$ cat src/rtl/apb_mem_ap.sv
// APB memory access port: decodes debug-port AP requests into CSW/TAR/IDR
// register accesses and DRW/BDx transfers on an APB master interface.
module apb_mem_ap #(
  parameter logic [7:0]  AP_SEL = 8'h00,
  parameter logic [31:0] AP_IDR = 32'h0477_0002,
  parameter int          APB_AW = 32
) (
  input  logic              clk,
  input  logic              rst,
  input  logic              ap_upd,
  input  logic [7:0]        ap_sel,
  input  logic [5:0]        ap_addr,
  input  logic [31:0]       ap_wdata,
  input  logic              ap_rnw,
  input  logic              ap_abort,
  output logic              ap_busy,
  output logic [31:0]       ap_rdata,
  output logic              ap_slverr,
  output logic [2:0]        ap_ack,
  output logic              psel,
  output logic              penable,
  output logic [APB_AW-1:0] paddr,
  output logic              pwrite,
  output logic [31:0]       pwdata,
  output logic [3:0]        pstrb,
  input  logic [31:0]       prdata,
  input  logic              pready,
  input  logic              pslverr
);

  typedef enum logic [1:0] {
    ST_IDLE   = 2'd0,
    ST_SETUP  = 2'd1,
    ST_ACCESS = 2'd2
  } state_t;

  localparam logic [5:0] A_CSW = 6'h00;
  localparam logic [5:0] A_TAR = 6'h01;
  localparam logic [5:0] A_DRW = 6'h03;
  localparam logic [5:0] A_BD0 = 6'h04;
  localparam logic [5:0] A_BD1 = 6'h05;
  localparam logic [5:0] A_BD2 = 6'h06;
  localparam logic [5:0] A_BD3 = 6'h07;
  localparam logic [5:0] A_IDR = 6'h3F;

  // Byte lanes for a write of the given size at the given address offset.
  function automatic logic [3:0] strb_calc(input logic [2:0] size, input logic [1:0] lsb);
    logic [3:0] strb;
    case (size)
      3'd0:    strb = 4'b0001 << lsb;
      3'd1:    strb = lsb[1] ? 4'b1100 : 4'b0011;
      default: strb = 4'b1111;
    endcase
    return strb;
  endfunction

  state_t              state_r, state_s;
  logic [2:0]          size_r, size_s;
  logic [1:0]          inc_r, inc_s;
  logic [31:0]         tar_r, tar_s;
  logic                drw_r, drw_s;
  logic [31:0]         rdata_s;
  logic                slverr_s;
  logic [APB_AW-1:0]   paddr_s;
  logic                pwrite_s;
  logic [31:0]         pwdata_s;
  logic [3:0]          pstrb_s;
  logic                busy_s;
  logic                psel_s;
  logic                penable_s;
  logic [2:0]          ack_s;
  logic [31:0]         addr32_s;
  logic [31:0]         csw_rd_s;
  logic [9:0]          tar_inc_s;

  // Transfer address: DRW uses TAR directly, BDn replaces TAR[3:0] with {n, 2'b00}.
  assign addr32_s  = (ap_addr == A_DRW) ? tar_r : {tar_r[31:4], ap_addr[1:0], 2'b00};
  assign csw_rd_s  = {24'h0, ap_busy, 1'b1, inc_r, 1'b0, size_r};
  // Increment wraps inside the 1 KB block; the upper TAR bits are kept.
  assign tar_inc_s = tar_r[9:0] + (10'd1 << size_r);

  // Next-state, register-file and APB output computation.
  always_comb begin
    state_s  = state_r;
    size_s   = size_r;
    inc_s    = inc_r;
    tar_s    = tar_r;
    drw_s    = drw_r;
    rdata_s  = ap_rdata;
    slverr_s = ap_slverr;
    paddr_s  = paddr;
    pwrite_s = pwrite;
    pwdata_s = pwdata;
    pstrb_s  = pstrb;

    if (ap_abort) begin
      slverr_s = 1'b0;
      state_s  = ST_IDLE;
    end else begin
      case (state_r)
        ST_IDLE: begin
          if (ap_upd && (ap_sel != AP_SEL)) begin
            if (ap_rnw) begin
              rdata_s = 32'h0;
            end else begin
              rdata_s = ap_rdata;
            end
          end else if (ap_upd) begin
            case (ap_addr)
              A_CSW: begin
                if (ap_rnw) begin
                  rdata_s = csw_rd_s;
                end else begin
                  size_s = (ap_wdata[2:0] > 3'h2) ? 3'h2 : ap_wdata[2:0];
                  inc_s  = ap_wdata[5] ? 2'b00 : ap_wdata[5:4];
                end
              end
              A_TAR: begin
                if (ap_rnw) begin
                  rdata_s = tar_r;
                end else begin
                  tar_s = ap_wdata;
                end
              end
              A_DRW, A_BD0, A_BD1, A_BD2, A_BD3: begin
                state_s  = ST_SETUP;
                drw_s    = (ap_addr == A_DRW);
                paddr_s  = addr32_s[APB_AW-1:0];
                pwrite_s = ~ap_rnw;
                pwdata_s = ap_wdata;
                pstrb_s  = ap_rnw ? 4'b0000 : strb_calc(size_r, tar_r[1:0]);
              end
              A_IDR: begin
                if (ap_rnw) begin
                  rdata_s = AP_IDR;
                end else begin
                  rdata_s = ap_rdata;
                end
              end
              default: begin
                if (ap_rnw) begin
                  rdata_s = 32'h0;
                end else begin
                  rdata_s = ap_rdata;
                end
              end
            endcase
          end else begin
            state_s = ST_IDLE;
          end
        end
        ST_SETUP: begin
          state_s = ST_ACCESS;
        end
        ST_ACCESS: begin
          if (pready) begin
            state_s = ST_IDLE;
            if (!pwrite) begin
              rdata_s = prdata;
            end else begin
              rdata_s = ap_rdata;
            end
            if (pslverr) begin
              slverr_s = 1'b1;
            end else if (drw_r && (inc_r == 2'b01)) begin
              tar_s = {tar_r[31:10], tar_inc_s};
            end else begin
              tar_s = tar_r;
            end
          end else begin
            state_s = ST_ACCESS;
          end
        end
        default: begin
          state_s = ST_IDLE;
        end
      endcase
    end

    busy_s    = (state_s != ST_IDLE);
    psel_s    = busy_s;
    penable_s = (state_s == ST_ACCESS);
    ack_s     = busy_s ? 3'h1 : 3'h2;
  end

  // State, register file and registered outputs.
  always_ff @(posedge clk or posedge rst) begin
    if (rst) begin
      state_r   <= ST_IDLE;
      size_r    <= 3'h2;
      inc_r     <= 2'b00;
      tar_r     <= 32'h0;
      drw_r     <= 1'b0;
      ap_busy   <= 1'b0;
      ap_rdata  <= 32'h0;
      ap_slverr <= 1'b0;
      ap_ack    <= 3'h2;
      psel      <= 1'b0;
      penable   <= 1'b0;
      paddr     <= '0;
      pwrite    <= 1'b0;
      pwdata    <= 32'h0;
      pstrb     <= 4'h0;
    end else begin
      state_r   <= state_s;
      size_r    <= size_s;
      inc_r     <= inc_s;
      tar_r     <= tar_s;
      drw_r     <= drw_s;
      ap_busy   <= busy_s;
      ap_rdata  <= rdata_s;
      ap_slverr <= slverr_s;
      ap_ack    <= ack_s;
      psel      <= psel_s;
      penable   <= penable_s;
      paddr     <= paddr_s;
      pwrite    <= pwrite_s;
      pwdata    <= pwdata_s;
      pstrb     <= pstrb_s;
    end
  end

endmodule

$ cat config.mk
export PLATFORM = sky130hd
export DESIGN_NAME = apb_mem_ap
export DESIGN_NICKNAME = d
export VERILOG_FILES = /design/src/rtl/apb_mem_ap.sv
export SDC_FILE = /design/constraint.sdc
export NUM_CORES = 1
export LEC_CHECK = 0
export BUFFER_PORTS_ARGS = -buffer_cell sky130_fd_sc_hd__buf_4
export CAP_MARGIN = 20
export CORE_ASPECT_RATIO = 1.4
export CORE_MARGIN = 2
export CORE_UTILIZATION = 45
export DETAILED_ROUTE_END_ITERATION = 10
export GPL_TIMING_DRIVEN = 0
export PLACE_DENSITY = 0.74
export SETUP_SLACK_MARGIN = 0.3
export SYNTH_ARGS = -nofsm -noshare
export SYNTH_HDL_FRONTEND = slang
export SYNTH_SLANG_ARGS = --single-unit
$ cat constraint.sdc
create_clock -name clk -period 3.9 [get_ports clk]
set_input_delay 0.39 -clock clk [delete_from_list [all_inputs] [get_ports clk]]
set_output_delay 0.39 -clock clk [all_outputs]
set_load 0.02 [all_outputs]
* Word level (Yosys, flattened, before mapping) *
Cells that the tools add are included.
Widths: inputs -> output; s select.

word-level totals
  output and inout bits = 108
  input bits = 85
  bits in registers = 146
  memories = 0
  memory bits (writable) = 0
  bits in read-only memories = 0
  latch bits = 0
  word-level logic and storage cells = 101

operators by class
  bitwise logic cells = 4
  add/subtract/negate cells = 1
  eq/ne operators = 25
  order comparisons = 1
  reduce and logical (&&, ||, !) cells = 18
  shift-type cells = 2
  multiplexer cells = 35
  divide/modulo/power cells = 0
  $mul = 0

operators with widths
  cell                  count
  $mux 32               12
  $pmux 32 s2           2
  $pmux 32 s4           1
  $mux 10               3
  $eq 6x3->1 const B    4
  $reduce_and 9->1      2
  $ne 2x2->1 const B    7
  $mux 2                6
  $mux 4                3
  $ne 4x4->1 const B    3
  $add 10x10->10        1
  $reduce_bool 2->1     5
  $shl 1x3->10 const A  1
  $pmux 4 s2            1
  $reduce_bool 8->1     1
  $reduce_and 7->1      1
  $eq 6x1->1 const B    1
  $eq 6x2->1 const B    1
  $eq 6x6->1 const B    1
  $logic_not 6->1       1
  $ne 3x3->1 const B    2
  $pmux 2 s3            1
  $reduce_and 6->1      1
  $mux 1                5
  14 further kinds      20

* Longest topological paths before layout *
  depth after elaboration = 9
  depth in mapped cells = 11

* Worst setup path after synthesis *
Ideal clock, no wire load.

  path kind = register -> register
  start = register size_r[1]
  end = register tar_r[8]
  data arrival time = 2359 ps
  clock period less this slack = 2499 ps
  data required time = 3760 ps
  stages on the path, launching flop included = 10
  path slack = 1401 ps
  buffers on the path = 1
  cell sequence = dfstp_2 -> clkbuf_1 -> nor3b_1 -> ha_1 -> nor2b_1 -> o31a_1 -> o211ai_1 -> nand2_1 -> a2111oi_0 -> a211oi_1

between the ends
  cells in the longest elaborated chain, start to end = 6

RTL lines
  element                   RTL line  RTL
  start: declaration        58        logic [2:0] size_r, size_s;
  start signal: assignment  206       size_r <= size_s;
  $shl 1x3->10              80        assign tar_inc_s = tar_r[9:0] + (10'd1 << size_r);
  $add 10x10->10            80
  $mux 10                   165       end else if (drw_r && (inc_r == 2'b01)) begin
  $mux 10                   163       if (pslverr) begin
  $mux 10                   156       if (pready) begin
  $pmux 32 s2               100       case (state_r)
  end signal: assignment    208       tar_r <= tar_s;
  end: declaration          60        logic [31:0] tar_r, tar_s;

Every way passes these cells. The select of a mux whose other input is x is not followed.
A chain may end at the register's enable or synchronous reset.

* Final worst setup path *
Ends and elaborated chain as after synthesis.

==> results.sh <==
export IMPL_rows=52
export IMPL_min_path_type="primary input to async pin"
export IMPL_tritoncts="built"
export IMPL_reg2reg_slack_ns=1.02
export IMPL_drt_total_wl_mm=20.2
export IMPL_rr_startpoint="size_r[1]"
export IMPL_clock_skew_final_ns=0.00811
export IMPL_place_ws_ns=1.07
export IMPL_vias_per_cell=5.35
export IMPL_antenna_found_initial=0
export IMPL_final_util=0.621
export IMPL_required_ns=4.19
export IMPL_setup_violations=0
export IMPL_fmax_mhz=347
export IMPL_placed_area_um2=8270
export IMPL_die_area_um2=15600
export IMPL_switchingPower_uw=758
export IMPL_crit_path_start_kind="flip-flop"
export IMPL_period_minus_slack_ns=2.88
export IMPL_netSwitchingFraction=0.214
export IMPL_firstDrtPassIters=4
export IMPL_cts_num_sinks=144
export IMPL_power_density_nw_per_um2=397
export IMPL_ys_flop_type="dfrtp_1"
export IMPL_antenna_cells=0
export IMPL_p_clk_frac=0.522
export IMPL_power_frac_comb=0.052
export IMPL_finalWorstSetupSlack_ns=1.02
export IMPL_synth_area_per_cell_um2=9.40
export IMPL_fin_tns_setup_ns=0
export IMPL_yosys_warnings=0
export IMPL_clock_latency_ns=0.42
export IMPL_grt_first_pass_wirelength_mm=31.7
export IMPL_final_max_slew_violation_count=0
export IMPL_yosysUniqueCellTypes=58
export IMPL_cts_max_level=4
export IMPL_start_util=0.456
export IMPL_drt_initial_drc_count=247
export IMPL_grt_pass1_vias=5972
export IMPL_io_buffers=189
export IMPL_fin_nets=1003
export IMPL_cts_root_buf="clkbuf_16"
export IMPL_syn_area_um2=6550
export IMPL_die_x_um=106
export IMPL_final_cell_area_um2=8930
export IMPL_critPathArrivalTime_ns=3.17
export IMPL_critPathMaxFanout=10
export IMPL_status="complete, no violations"
export IMPL_wl_per_cell_um=18.2
export IMPL_timing_slew_headroom=0.417
export IMPL_drive_above_1_share=0.279
export IMPL_rsz0062_at_grt="false"
export IMPL_syn2layout_area_growth_pct=36.4
export IMPL_synthCells=697
export IMPL_syn_nets=792
export IMPL_clockBufferDepth=2
export IMPL_ant_nets=0
export IMPL_async_reset_ff_frac=1.00
export IMPL_period_share=0.740
export IMPL_track_usage=0.266
export IMPL_post_cts_resized=0
export IMPL_p_leak_nw=4.60
export IMPL_grt_overflow=0
export IMPL_timing_hold_ws_ns=0.0318
export IMPL_ctsHoldBuffers=0
export IMPL_synth_edff_count=0
export IMPL_drc=0
export IMPL_die_h_um=147
export IMPL_r2r_cells=9
export IMPL_grt_max_degree=43
export IMPL_cts_made_buffers=17
export IMPL_peakVddDrop_v=0.000306
export IMPL_cp_end_kind="flip-flop"
export IMPL_routabilityCongestion=0.866
export IMPL_worst_slew_pin_slew_ns=0.874
export IMPL_drv_cap=0
export IMPL_clkSlewWorstSetupHoldPaths_ns=0.06
export IMPL_post_cts_buffers=0
export IMPL_r2r_end="tar_r[8]"
export IMPL_crit_type="flip-flop to flip-flop"
export IMPL_final_hold_violation_count=0
export IMPL_ioPinCount=193
export IMPL_core_um2=14400
export IMPL_power_internal_mw=2.79
export IMPL_place_hpwl_mm=15.0
export IMPL_seq_power_share=0.426
export IMPL_ys_seq_area_frac=0.550
export IMPL_synth_seq_cells=144
export IMPL_vias=5934
[power by group through the flow]
stage          Clock (mW)  Combinational, mW  Sequential (mW)
3_3_place_gp            0              0.179             1.54
4_1_cts              1.87              0.189             1.51
3_5_place_dp            0              0.189             1.54
2_1_floorplan           0             0.0707             1.54
5_1_grt              1.94              0.203             1.51
6_report             1.85              0.186             1.51
[Yosys cell counts, types with 2 or more instances]
cell type	count	area share
a2111oi_0	3	0.0040
a211oi_1	8	0.0092
a21oi_1	14	0.011
a221oi_1	7	0.0094
a22oi_1	24	0.028
and2_1	2	0.0019
and3b_1	2	0.0027
buf_2	10	0.0076
buf_4	6	0.0069
buf_6	2	0.0034
clkbuf_1	29	0.017
dfrtp_1	142	0.54
dfstp_2	2	0.0080
ha_1	9	0.017
inv_1	11	0.0063
mux2_2	6	0.010
mux2i_1	4	0.0061
nand2_1	260	0.15
nand2b_1	3	0.0029
nand3_1	5	0.0038
nand3b_1	2	0.0023
nand4_1	5	0.0048
nor2_1	20	0.011
nor2b_1	6	0.0057
nor3_1	5	0.0038
nor3b_1	3	0.0034
nor4_1	2	0.0019
o21ai_0	33	0.025
o21ai_1	4	0.0031
o2bb2ai_1	31	0.041
o31a_1	2	0.0027
o31ai_1	6	0.0069
or4_1	3	0.0034
xnor2_1	2	0.0027
[stage by stage]
step,total power [mW],instances
final,3.55,1110
after global routing,3.66,1110
after CTS,3.57,1110
after detailed placement,1.73,1078
after global placement,1.72,1075
after floorplan,1.61,697
[worst max-delay path by stage]
stage	start	to	slack, ns	depth (start not counted)
after floorplan	size_r[1]	tar_r[8]	1.40	9
after global placement	rst	pwdata[25]	0.75	2
after detailed placement	size_r[1]	tar_r[8]	1.07	9
after CTS	size_r[1]	tar_r[8]	1.04	9
after global routing	size_r[1]	tar_r[8]	0.88	11
final	size_r[1]	tar_r[8]	1.02	9
[layer usage]
layer  GRT usage  share of wire  up-vias
met2       0.468           0.53      213
met3      0.0590          0.063       49
met5           0              0        -
met4       0.131          0.039        0
met1       0.303           0.37     2861
li1            -              -     2811
[area by class of cell]
class	count	area, um2
clock buffer	19	433
multi-input combinational	495	2680
tap	189	236
inverter	11	45.0
sequential	144	3610
clock inverter	13	231
fill	1254	5440
buffer	47	226
timing repair buffer	192	1480
[kinds of logic (layout without fill, tap and decap cells)]
logic type / Yosys count / in the layout / synth area share
buf+inv: 58 / 282 / 0.0409
other cells: 1 / 1 / 0.000572
compound gates: 143 / 143 / 0.156
simple gates: 328 / 328 / 0.211
fa+ha+maj: 10 / 10 / 0.0202
flops: 144 / 144 / 0.550
mux: 10 / 10 / 0.0164
xor+xnor: 3 / 3 / 0.00401
[sequential cells by signal, summed over array words and instances, names as in the netlist]
signal     cells
ap_ack         2
ap_rdata      32
ap_slverr      1
drw_r          1
inc_r          1
paddr         32
penable        1
pstrb          4
pwdata        32
pwrite         1
size_r         3
state_r        2
tar_r         32
[worst max-delay path, stage by stage, from the launching register on]
cell and delay (ns):
dfstp_2 0.56, clkbuf_1 0.38, nor3b_1 0.24, ha_1 0.29
nor2b_1 0.17, o31a_1 0.28, o211ai_1 0.24, nand2_1 0.09
a2111oi_0 0.40, a211oi_1 0.09
[layout by cell type, fill, tap and decap left out, drive strengths merged, types with 3 or more instances in the layout]
cell type and instances:
nand2 261, buf 210, dfrtp 142, clkbuf 48
o21ai 38, o2bb2ai 31, a22oi 24, nor2 22
a21oi 14, inv 13, ha 9, a211oi 8
a221oi 7, mux2 6, nor2b 6, o31ai 6
bufinv 6, nand4 5, nand3 5, nor3 5
mux2i 4, or4 4, nand2b 3, a2111oi 3
nor3b 3, clkinvlp 3, nor4 3
Note: power is estimated with default switching activity, not from simulation.
